### src/rtl/prod_window_acc_if.sv
// Product stream in, window statistics out.
// Both handshakes share one bundle; master is the upstream/downstream side.
interface prod_window_acc_if #(
    parameter int w = 4
);
    logic [2*w-1:0] in;
    logic           in_valid;
    logic           in_ready;
    logic           flush;
    logic [2*w+3:0] out_sum;
    logic [2*w-1:0] out_max;
    logic [3:0]     out_cnt;
    logic           out_valid;
    logic           out_ready;

    modport master (
        output in, in_valid, flush, out_ready,
        input  in_ready, out_sum, out_max, out_cnt, out_valid
    );

    modport slave (
        input  in, in_valid, flush, out_ready,
        output in_ready, out_sum, out_max, out_cnt, out_valid
    );
endinterface

### src/rtl/prod_window_acc.sv
// Sums and max-tracks products over an n-sample window,
// then holds the result until downstream takes it.
module prod_window_acc #(
    parameter int w = 4,
    parameter int n = 4
) (
    input logic clk,
    input logic rst,
    prod_window_acc_if.slave bus
);
    localparam int SW = 2 * w + 4;
    localparam logic [3:0] LAST = 4'(n - 1);

    typedef enum logic {ACC, HOLD} state_t;

    state_t state;
    state_t state_nx;

    logic [SW-1:0]  acc;
    logic [2*w-1:0] mx;
    logic [3:0]     cnt;
    logic [SW-1:0]  o_sum;
    logic [2*w-1:0] o_max;
    logic [3:0]     o_cnt;
    logic           o_valid;

    logic           rdy;
    logic           accept;
    logic           close;
    logic           take;
    logic [SW-1:0]  sum_nx;
    logic [2*w-1:0] mx_nx;
    logic [3:0]     cnt_nx;

    always_ff @(posedge clk) begin
        if (rst) begin
            state <= ACC;
        end else begin
            state <= state_nx;
        end
    end

    always_comb begin
        state_nx = state;
        unique case (state)
            ACC:  if (close) state_nx = HOLD;
            HOLD: if (bus.out_ready) state_nx = ACC;
            default: state_nx = ACC;
        endcase
    end

    always_comb begin
        rdy  = (state == ACC);
        take = (state == HOLD) & bus.out_ready;
    end

    always_comb begin
        accept = bus.in_valid & rdy;
        sum_nx = acc + (accept ? SW'(bus.in) : '0);
        mx_nx  = (accept && bus.in > mx) ? bus.in : mx;
        cnt_nx = cnt + {3'b000, accept};
        // An empty window never closes, even on flush.
        close  = rdy & ((accept & (cnt == LAST))
               | (bus.flush & (accept | (cnt != 4'd0))));
    end

    always_ff @(posedge clk) begin
        if (rst) begin
            acc     <= '0;
            mx      <= '0;
            cnt     <= '0;
            o_sum   <= '0;
            o_max   <= '0;
            o_cnt   <= '0;
            o_valid <= 1'b0;
        end else if (close) begin
            o_sum   <= sum_nx;
            o_max   <= mx_nx;
            o_cnt   <= cnt_nx;
            o_valid <= 1'b1;
            acc     <= '0;
            mx      <= '0;
            cnt     <= '0;
        end else if (accept) begin
            acc <= sum_nx;
            mx  <= mx_nx;
            cnt <= cnt_nx;
        end else if (take) begin
            o_valid <= 1'b0;
        end
    end

    assign bus.in_ready  = rdy;
    assign bus.out_sum   = o_sum;
    assign bus.out_max   = o_max;
    assign bus.out_cnt   = o_cnt;
    assign bus.out_valid = o_valid;
endmodule

### src/flat_wrapper.sv
// flat-port wrapper written by rule: the top's interface ports become plain ports
module prod_window_acc_flat 
#(
    parameter int w = 4,
    parameter int n = 4
)
  (clk, rst, bus_in, bus_in_valid, bus_flush, bus_out_ready, bus_in_ready, bus_out_sum, bus_out_max, bus_out_cnt, bus_out_valid);
  prod_window_acc_if #(.w(w)) bus_i ();
  input logic clk;
  input logic rst;
  input wire logic [$bits(bus_i.in)-1:0] bus_in;
  input wire logic [$bits(bus_i.in_valid)-1:0] bus_in_valid;
  input wire logic [$bits(bus_i.flush)-1:0] bus_flush;
  input wire logic [$bits(bus_i.out_ready)-1:0] bus_out_ready;
  output wire logic [$bits(bus_i.in_ready)-1:0] bus_in_ready;
  output wire logic [$bits(bus_i.out_sum)-1:0] bus_out_sum;
  output wire logic [$bits(bus_i.out_max)-1:0] bus_out_max;
  output wire logic [$bits(bus_i.out_cnt)-1:0] bus_out_cnt;
  output wire logic [$bits(bus_i.out_valid)-1:0] bus_out_valid;
  assign bus_i.in = bus_in;
  assign bus_i.in_valid = bus_in_valid;
  assign bus_i.flush = bus_flush;
  assign bus_i.out_ready = bus_out_ready;
  assign bus_in_ready = bus_i.in_ready;
  assign bus_out_sum = bus_i.out_sum;
  assign bus_out_max = bus_i.out_max;
  assign bus_out_cnt = bus_i.out_cnt;
  assign bus_out_valid = bus_i.out_valid;
  prod_window_acc #(.w(w), .n(n)) u_core (.clk(clk), .rst(rst), .bus(bus_i));
endmodule
### config.mk
export PLATFORM = sky130hd
export DESIGN_NAME = prod_window_acc_flat
export DESIGN_NICKNAME = d
export VERILOG_FILES = /design/src/rtl/prod_window_acc_if.sv /design/src/rtl/prod_window_acc.sv /design/src/flat_wrapper.sv
export SDC_FILE = /design/constraint.sdc
export NUM_CORES = 1
export LEC_CHECK = 0
export ABC_CLOCK_PERIOD_IN_PS = 2200
export BUFFER_PORTS_ARGS = -buffer_cell sky130_fd_sc_hd__buf_2
export CAP_MARGIN = 15
export CORE_MARGIN = 2
export CORE_UTILIZATION = 50
export CTS_CLUSTER_DIAMETER = 30
export CTS_CLUSTER_SIZE = 12
export DETAILED_ROUTE_END_ITERATION = 7
export PLACE_DENSITY = 0.74
export SLEW_MARGIN = 40
export SYNTH_ARGS = -nofsm -noshare
export SYNTH_HDL_FRONTEND = slang
export SYNTH_SLANG_ARGS = --single-unit
### constraint.sdc
create_clock -name clk -period 2.2 [get_ports clk]
set_input_delay 0.22 -clock clk [delete_from_list [all_inputs] [get_ports clk]]
set_output_delay 0.22 -clock clk [all_outputs]
set_load 0.05 [all_outputs]
# --- Word level (Yosys, flattened, before mapping) ---
# Index checks and enable logic that the tools add are counted.
op_classes:
  add_sub_neg: 2
  n_lt_le_gt_ge: 1
  eq_ne: 2
  muxes: 8
  bitwise: 8
  reduce_logical: 5
ops:
  columns: ["cell", "count"]
  rows:
  - ["8-bit two-way mux", 2]
  - ["12-bit adder", 1]
  - ["8-bit greater-than comparator", 1]
  - ["1-bit AND", 5]
  - ["1-bit two-way mux", 5]
  - ["4-bit by 1-bit adder with 4-bit output", 1]
  - ["4-bit by 2-bit == test with 1-bit output (second input constant)", 1]
  - ["4-bit nonzero test", 1]
  - ["2-bit != test (second input constant)", 1]
  - ["1-bit bitwise OR", 2]
  - ["1-bit case mux with 2 select lines", 1]
  - ["2-bit AND reduction", 1]
  - ["2-bit nonzero test", 1]
  - ["2-bit OR reduction", 1]
  - ["1-bit logical AND", 1]
  - ["1-bit NOT", 1]
word_totals:
  register_bits: 50
  in_bits: 13
  output_inout_bits: 26
  elab_cells: 34

# --- Logic depth before layout (Yosys ltp) ---
# Gate-level depths: netlist of the first run.
depth:
  word_depth: 8
  mapped_depth: 11
  mapped_depth_nobuf: 10

# --- Worst setup path before layout of the first run ---
# No wires, ideal clock.
synth_path:
  kind: "register to register"
  startpoint: "register u_core.state"
  endpoint: "register u_core.o_sum[7], in the netlist u_core.bus.out_sum[7]"
  setup_time_ps: 117
  arrival_ps: 2670
  t_required_ps: 2083
  slack_ps: -586
  path_stages_with_launch: 12
  path_buffers: 1
  period_less_slack_ps: 2786
  cell_sequence: "dfxtp_1 inv_1 nand2_1 inv_2 clkbuf_1 and2_1 ha_1 a211oi_1 o21ai_0 a31oi_1 xnor2_1 a22o_1"
synth_between:
  elab_chain_cells: 6
  word_cells_on_any_way: 9
  classes_between: "1 x add/sub; 1 x mux; 7 x bitwise"
synth_rtl:
  columns: ["element", "line_no", "text"]
  rows:
  - ["start: declaration", "prod_window_acc.sv:16", "state_t state;"]
  - ["start signal: assignment", "prod_window_acc.sv:39", "state <= state_nx;"]
  - ["1-bit NOT *", "prod_window_acc.sv:53", "rdy = (state == ACC);"]
  - ["via bus_in_ready", "flat_wrapper.sv:15", "output wire logic [$bits(bus_i.in_ready)-1:0] bus_in_ready;"]
  - ["parallel branches: the longest is 5 deep, another holds 12-bit adder", null, null]
  - ["end signal: assignment", "prod_window_acc.sv:77", "o_sum <= sum_nx;"]
  - ["end: declaration", "prod_window_acc.sv:22", "logic [SW-1:0] o_sum;"]
# Mark *: on every way through the listed nets, which the timed path passes.
# A chain may end at the register's enable or synchronous reset.

# --- Final worst setup path of the first run ---
layout_path:
  startpoint: "register u_core.state"
  endpoint: "register u_core.acc[7]"
layout_between:
  elab_chain_cells: 7
  word_cells_on_any_way: 10
  classes_between: "1 x add/sub; 1 x mux; 7 x bitwise; 1 x reduce/logical"
layout_rtl:
  columns: ["element", "line_no", "text"]
  rows:
  - ["1-bit NOT *", "prod_window_acc.sv:53", null]
  - ["parallel branches: the longest is 6 deep, another holds 12-bit adder", null, null]
  - ["end signal: assignment", "prod_window_acc.sv:85", "acc <= sum_nx;"]
  - ["end: declaration", "prod_window_acc.sv:19", "logic [SW-1:0] acc;"]
# Mark *: on every way between the ends.

==> results.cfg, run 1 <==
[timing]
worstMarginPinSlew_ns = 0.705
slew-limit-headroom_pct = 53.0
timing.final.ws_setup_ns = 0.0285
finClkSkew_ns = 0.00828
fin_crit_ns = 2.17
drv_slew = 0
hold_violations = 0
fin_crit_sh_pct = 98.7
rsz0062_at_grt = true
holdWs_ns = 0.193
finalSetupViolCount = 0
max_clock_freq_ghz = 0.461

[layout]
layout_commonest_cell = dfxtp_1
syn_to_final_growth_pct = 28.1
num-nets-final = 382
fin_area_sq_um = 3300
diodes = 0
finalNonFillerCells = 421
final_cell_mix = dfxtp_1, buf_2, nand2_1, a21oi_1, buf_4
layout-drive-gt1-share_pct = 29.9

[flow_run]
cap_viol_max_count = 0

[global_routing]
grt_pass1_vias = 2014
grt_start_max_net_pins = 33
grt_antenna_before_repair = 0
grt_pass1_wl_mm = 9.14
track_usage_pct = 20.6
overflow = 0

[route]
via_per_inst = 5.44
met1_length_mm = 2.66
met3_length_microns = 192
ant_nets = 0
drt_first_iter_violations = 101
post-route-drc-count = 0
wl_per_cell_microns = 13.7
first_pass_iters = 4
top_layer = met4
vias = 2289
routed-wl-met2_mm = 2.83
totalWireLength_mm = 5.78

[setup_path]
end_kind = flop
critPathLaunch = u_core.state
reg2reg_from = u_core.state
required_ns = 2.43
crit_fanout = 6
worstPathArrival_ns = 2.40
cp-start-kind = flop
crit_type = reg2reg

[logic_synthesis]
netlist_area_sq_um = 2580
ys_seq_area_share_pct = 38.8
ys_types = 40
netlist_instances = 295
syn_nets = 327
avgSynthCellArea_sq_um = 8.74
ys_seq_elements = 50
ys_warn_count = 0

[power]
clockPowerShare_pct = 24.7
powerDensity_nw_per_um2 = 626
power.share.switching_pct = 32.1
seqPwrFrac_pct = 47.6
power_uw = 2070
power.switching_uw = 663
pwr-share-comb_pct = 27.7
leakagePower_uw = 0.00132
p_int_uw = 1400
vdd_drop_max_mv = 0.360

[placement]
dp_cells = 401
gp_congestion = 0.837
hpwlAfterDp_mm = 3.95
post-place-ws_ns = 0.00639
dpl_cell_area_sq_um = 3090
port_buffers = 38

[floorplan]
num_rows = 26
die_w_microns = 75.8
die_y_microns = 75.8
dieArea_sq_um = 5740
io_pins = 39
core_sq_um = 5040
initial_core_util_pct = 51.1

[cts]
insertion_delay_ns = 0.30
cts_tree = yes
cts_root_buffer = clkbuf_8
path_clk_slew_ns = 0.09
cts_buffer_depth = 2
numCtsBuffers = 5
cts.sink_count = 50
htree_levels = 2

[hold_path]
hold_class = in2reg
hp-start = bus_in[0]

[status]
status = finished, final reports clean
[worst max-delay path, stage by stage, from the launching register on]
cell        delay, ns
dfxtp_4          0.37
clkinvlp_4       0.09
nand2_4          0.15
inv_8            0.05
and2_4           0.16
ha_4             0.30
o211ai_1         0.14
o21ai_2          0.23
a31oi_2          0.15
or3_1            0.33
a31oi_1          0.12
[power by group through the flow]
stage | registers (uW) | logic [uW] | clock network [uW]
after detailed placement | 1010 | 526 | 0
after global placement | 1000 | 519 | 0
after CTS | 984 | 527 | 522
final | 983 | 571 | 510
after floorplan | 1090 | 304 | 0
after global routing | 991 | 621 | 566
[state kept, by name, summed over array words and instances, names as in the netlist]
signal,cells
u_core.acc,12
u_core.bus.out_cnt,4
u_core.bus.out_max,8
u_core.bus.out_sum,12
u_core.bus.out_valid,1
u_core.cnt,4
u_core.mx,8
u_core.state,1
[per-layer routing]
metal	vias up	track usage, %
li1	1168	-
met1	1062	26.8
met2	49	34.9
met3	10	3.97
met4	0	5.26
met5	-	0
[final cells by class]
type                            count  area [sq um]
Fill cell                         404          1740
Multi-Input combinational cell    212          1640
Sequential cell                    50          1000
Timing Repair Buffer               62           408
Tap cell                           70          87.6
Clock buffer                        8          80.1
Inverter                           18          78.8
Timing Repair inverter              1          6.26
[cells by family (layout without fill, tap and decap cells)]
group	count (synthesis)	count (layout)	share of synthesized area, %
compound gates	88	88	23.5
simple gates	87	87	16.5
flops	50	50	38.8
buf+inv	33	89	5.53
fa+ha+maj	19	19	9.51
xor+xnor	18	18	6.12
[through the flow]
stage,utilization [%],TNS (ns)
final,65.5,0
after global routing,65.5,-0.260
after CTS,62.8,0
after detailed placement,61.2,0
after global placement,61.2,0
after floorplan,-,-2.51
[synth_stat cells]
library cell  instances  area share [%]
a21oi_2               1            0.34
a22o_1               12             4.1
buf_6                 1            0.44
clkbuf_1              6            0.87
o22ai_1               1            0.24
o21a_1                2            0.58
nand2_1              28             4.1
nor2_1               17             2.5
o21ai_0              17             3.3
xnor2_1               9             3.1
nand4_1              11             2.7
a211oi_4              1            0.78
and3_1                2            0.49
xor2_1                9             3.1
nor2b_1               1            0.24
a31oi_1               2            0.49
fa_1                  1            0.78
and2_1                9             2.2
nand4_2               1            0.49
or4_4                 1            0.44
a211o_1               1            0.34
ha_1                 18             8.7
o221ai_1              8             2.7
o211ai_1              5             1.5
or2_1                 1            0.24
a21o_1                4             1.2
a211oi_1              7             2.0
buf_4                 1            0.29
nor3_1                2            0.39
dfxtp_1              50              39
nor2_2                1            0.24
a211oi_2              1            0.49
inv_2                 1            0.15
o21ai_4               1            0.63
buf_1                 1            0.15
a21oi_1              25             4.9
or3_1                 1            0.24
inv_1                17             2.5
buf_2                 6             1.2
nand3_1              12             2.3
[final timing paths]
check | to | slack, ns | cells after the start
setup / recovery | u_core.acc[7] | 0.03 | 10
hold / removal | u_core.bus.out_max[0] | 0.19 | 3
setup reg to reg | u_core.acc[7] | 0.03 | 10
hold reg to reg | u_core.bus.out_valid | 0.47 | 1
[what timing repair did]
item                       CTS  global route
setup endpoints to repair    2            10
hold buffers                 0             0
setup buffers                0            11
gates cloned                 0             1
gates resized for setup      0            11
pin swaps                    2            13
Power figures use the tool's default switching activity.
==> run 2: changes to the inputs <==
- ABC_AREA: default -> 1
==> results.cfg, run 2 <==
[route]
first_pass_iters = 5
totalWireLength_mm = 5.81
post-route-drc-count = 0
drt_first_iter_violations = 108
ant_nets = 0
wl_per_cell_microns = 11.4
via_per_inst = 4.80
vias = 2444

[logic_synthesis]
synth.top_cells.by_area = dfxtp_1, nand2_1, ha_1, inv_1, nand3_1
synth_top_area_share_pct = 37.2
ys_dominant_reg_cell = dfxtp_1
avgSynthCellArea_sq_um = 6.79
ys_seq_area_share_pct = 37.2
synth_top_cell_by_area = dfxtp_1
netlist_instances = 396
netlist_area_sq_um = 2690
syn_nets = 428
ys_warn_count = 0
ys_seq_elements = 50
yosys-top-cells-count = nand2_1, dfxtp_1, inv_1, nor2_1, nand3_1
synth_most_common_cell = nand2_1
synth_edf_count = 0
synthArstFlopShare_pct = 0
ys_types = 28

[setup_path]
reg2reg_from = u_core.state
end_kind = flop
critPathLaunch = u_core.state
worstPathArrival_ns = 2.24
required_ns = 2.41
crit_fanout = 9
cp-start-kind = flop
reg2reg_slack_ns = 0.18
crit_type = reg2reg

[hold_path]
hold_class = in2reg
hp-start = bus_out_ready

[timing]
finClkSkew_ns = 0.00417
rsz0062_at_grt = false
finalSetupViolCount = 0
tns_ns = 0
max_clock_freq_ghz = 0.494
slew-limit-headroom_pct = 79.4
drv_slew = 0
hold_violations = 0
fin_crit_ns = 2.02
fin_crit_sh_pct = 92.0
holdWs_ns = 0.172
worstMarginPinSlew_ns = 0.309

[floorplan]
die_y_microns = 77.4
core_sq_um = 5140
die_w_microns = 77.4
initial_core_util_pct = 52.3
dieArea_sq_um = 5980
io_pins = 39
num_rows = 26

[placement]
hpwlAfterDp_mm = 4.32
port_buffers = 38
dpl_cell_area_sq_um = 2950
gp_congestion = 0.926
dp_cells = 501

[cts]
numCtsBuffers = 5
insertion_delay_ns = 0.30
cts.sink_count = 50
cts_buffer_depth = 2
htree_levels = 2
cts_resized = 0
cts_tree = yes
path_clk_slew_ns = 0.09
postCtsHoldBufs = 0
cts_root_buffer = clkbuf_8
cts_setup_buffers = 0

[global_routing]
grt_pass1_vias = 2085
grt_antenna_before_repair = 0
track_usage_pct = 19.5
grt_pass1_wl_mm = 9.29
overflow = 0
grt_start_max_net_pins = 25

[layout]
num-nets-final = 470
diodes = 0
syn_to_final_growth_pct = 13.5
fin_area_sq_um = 3050
final_cell_mix = nand2_1, dfxtp_1, inv_1, nor2_1, buf_2
finalNonFillerCells = 509
layout_commonest_cell = nand2_1
layout-drive-gt1-share_pct = 14.4

[power]
vdd_drop_max_mv = 0.361
leakagePower_uw = 0.00171
powerDensity_nw_per_um2 = 726

[status]
status = finished, final reports clean

[flow_run]
cap_viol_max_count = 0
run 2: cell types whose count changed in the layout (fill, tap and decap cells not counted), moves of 7 or more:
cell / before / now
nand4_1: 11 / 4
xnor2_1: 9 / 2
and2_4: 7 / 0
nand3_1: 12 / 30
ha_4: 8 / 0
o221ai_1: 8 / 0
nor2_1: 16 / 40
o21ai_0: 11 / 1
buf_4: 21 / 7
inv_1: 16 / 46
a22o_1: 12 / 0
ha_1: 10 / 18
nand2_1: 27 / 156
a21oi_1: 24 / 14
run 2: power by group:
part | leakage, uW | switching, uW | total [uW] | internal (uW)
Combinational | 0.00125 | 391 | 564 | 173
Clock | 0.0000524 | 302 | 642 | 341
Sequential | 0.000408 | 37.3 | 1010 | 972
run 2: area by class of cell:
type | instances | area (sq um)
clock buffers | 7 | 76.3
multi-input cells | 287 | 1430
repair buffers | 45 | 243
clock inverters | 1 | 30.0
inverters | 49 | 186
well taps | 70 | 87.6
fillers | 527 | 2090
flip-flops and latches | 50 | 1000
run 2: worst max-delay path, stage by stage, from the launching register on:
cell and delay, ns:
dfxtp_2 0.36, inv_2 0.07, nand2_4 0.11, nor2_1 0.05, ha_1 0.21, fa_1 0.42
nand2_1 0.08, nand2_1 0.09, nand3_1 0.09, nand2_1 0.09, nand2_1 0.07, nand2_1 0.06
nand2_1 0.06, nand2_1 0.05, nand2_1 0.06, inv_1 0.03
run 2: final timing paths:
path                            depth (start not counted)               endpoint
worst min-delay path                                    4   u_core.bus.out_valid
worst max register to register                         15         u_core.acc[10]
worst max-delay path                                   15         u_core.acc[10]
worst min register to register                          2  u_core.bus.out_cnt[2]
run 2: cells by family after synthesis:
| group | after synthesis | share of synthesized area (%) |
|---|---|---|
| adder cells (fa/ha/maj) | 19 | 9.12 |
| flip-flops | 50 | 37.2 |
| AND/OR/NAND/NOR | 237 | 36.2 |
| XOR/XNOR | 8 | 2.60 |
| AO/OA/AOI/OAI | 23 | 5.12 |
| buffers and inverters | 59 | 9.72 |
run 2: through the flow:
stage | total power, uW | worst slack (ns) | utilization [%]
floorplan | 1460 | 0.0622 | -
global placement | 1580 | 0.246 | 57.3
detailed placement | 1590 | 0.148 | 57.3
CTS | 2230 | 0.129 | 59.4
global route | 2340 | 0.0111 | 59.4
finish | 2220 | 0.177 | 59.4
run 2: layer usage:
metal  up-vias  GRT usage [%]  share of wire (%)
li1       1306              -                  -
met1      1068           25.5                 47
met2        58           31.0                 45
met3        12           4.42                5.4
met4         0           8.39                2.6
met5         -              0                  0
==> run 3: changes to the inputs <==
- CORE_MARGIN: 2 -> 8
- PLACE_DENSITY: 0.74 -> default
- PLACE_DENSITY_LB_ADDON: default -> 0.12
==> results.cfg, run 3 (synthesis gave the netlist of run 2 again) <==
[status]
status = finished, final reports clean

[setup_path]
crit_fanout = 12
cp_cell_sequence = inv_2 > nand2_8 > nor2_1 > ha_1 > fa_2 > nand2_1 > nand2_1 > nand3_1 > nand2_2 > nand2_1 > nand2_1 > nand2_1 > nand2_1 > nand2_1 > inv_1
required_ns = 2.40
crit_type = reg2reg
reg2reg_slack_ns = 0.22
cp_top_family = simple AND/OR/NAND/NOR gates
worst-path-stages = 15
critical_path_buf_inv_count = 2
critical_path.most_common_cell = nand2_1
critPathLaunch = u_core.state
worstPathArrival_ns = 2.18
max_stage_delay_ns = 0.37
end_kind = flop
cp-start-kind = flop
r2r_cells = 15
crit_end = u_core.acc[10]
cp_slowest_cell = dfxtp_1
reg2reg_from = u_core.state
r2r-end = u_core.acc[10]

[layout]
diodes = 0
final_cell_mix = nand2_1, dfxtp_1, inv_1, nor2_1, buf_2
postLayoutCoreUtil_pct = 59.1
layout-drive-gt1-share_pct = 14.9
layout_commonest_cell = nand2_1
finalNonFillerCells = 507
syn_to_final_growth_pct = 12.9
num-nets-final = 469

[floorplan]
die_y_microns = 89.4
dieArea_sq_um = 7980
die_w_microns = 89.4
core_sq_um = 5140
io_pins = 39
num_rows = 26
initial_core_util_pct = 52.3

[timing]
rsz0062_at_grt = false
drv_slew = 0
slew-limit-headroom_pct = 58.5
fin_crit_ns = 1.98
finClkSkew_ns = 0.00927
hold_violations = 0
worstMarginPinSlew_ns = 0.620
max_clock_freq_ghz = 0.505
tns_ns = 0
fin_crit_sh_pct = 90.0
finalSetupViolCount = 0

[route]
ant_nets = 0
vias = 2376
met1_length_mm = 2.77
first_pass_iters = 4
post-route-drc-count = 0
via_per_inst = 4.69
met3_length_microns = 376
totalWireLength_mm = 5.77
drt_first_iter_violations = 144
top_layer = met4
wl_per_cell_microns = 11.4
routed-wl-met2_mm = 2.56

[placement]
port_buffers = 38
gp_congestion = 0.892
hpwlAfterDp_mm = 4.30
dp_cells = 500

[power]
leakagePower_uw = 0.00169
vdd_drop_max_mv = 0.383
powerDensity_nw_per_um2 = 684

[cts]
cts_buffer_depth = 2
cts_root_buffer = clkbuf_8
insertion_delay_ns = 0.30
cts_setup_buffers = 0
cts_tree = yes
path_clk_slew_ns = 0.09
cts.sink_count = 50
htree_levels = 2
postCtsHoldBufs = 0
numCtsBuffers = 5

[hold_path]
hold_class = in2reg
hp-start = bus_out_ready

[global_routing]
grt_antenna_before_repair = 0
overflow = 0
track_usage_pct = 15.8
grt_start_max_net_pins = 25
grt_pass1_vias = 2250
grt_pass1_wl_mm = 9.98

[flow_run]
cap_viol_max_count = 0
-- run 3: through the flow --
step	total power, uW	hold slack (ns)	worst slack (ns)	area [sq um]
global route	2220	0.190	0.0389	3040
CTS	2100	0.176	0.140	3020
global placement	1580	0.422	0.226	2940
detailed placement	1590	0.428	0.162	2940
finish	2080	0.188	0.220	3040
floorplan	1460	0.395	0.0622	2690
-- run 3: worst register-to-register path, cell delays in order (launching register included) --
cell and delay [ns]:
dfxtp_1 0.37, inv_2 0.09, nand2_8 0.11, nor2_1 0.05, ha_1 0.22, fa_2 0.37, nand2_1 0.07, nand2_1 0.09
nand3_1 0.11, nand2_2 0.09, nand2_1 0.07, nand2_1 0.06, nand2_1 0.05, nand2_1 0.04, nand2_1 0.06, inv_1 0.03
-- run 3: area by class of cell --
type | instances | area [sq um]
repair buffers | 44 | 235
flip-flops and latches | 50 | 1000
inverters | 49 | 186
clock inverters | 2 | 10.0
fillers | 541 | 2100
clock buffers | 5 | 68.8
multi-input cells | 287 | 1450
well taps | 70 | 87.6
-- run 3: report_power, final --
part	switching, uW	internal [uW]
combinational	389	173
clock	295	214
sequential	36.3	971
total	720	1360
-- run 3: repair_timing --
item,CTS,global route
endpoints found under the setup margin,0,5
gates resized for setup,0,4
endpoints found under the hold margin,0,0
-- run 3: worst min-delay path by stage --
stage                             to  slack (ns)  cells past startpoint
5_1_grt         u_core.bus.out_valid        0.19                      4
3_3_place_gp   u_core.bus.out_cnt[3]        0.42                      2
2_1_floorplan   u_core.bus.out_valid        0.39                      3
3_5_place_dp   u_core.bus.out_sum[5]        0.43                      2
4_1_cts         u_core.bus.out_valid        0.18                      4
6_report        u_core.bus.out_valid        0.19                      4
-- run 3: per-layer routing --
metal,track usage (%),vias to the layer above
met5,0,-
met4,3.63,0
met3,3.86,5
met2,26.1,45
met1,20.1,1028
li1,-,1298
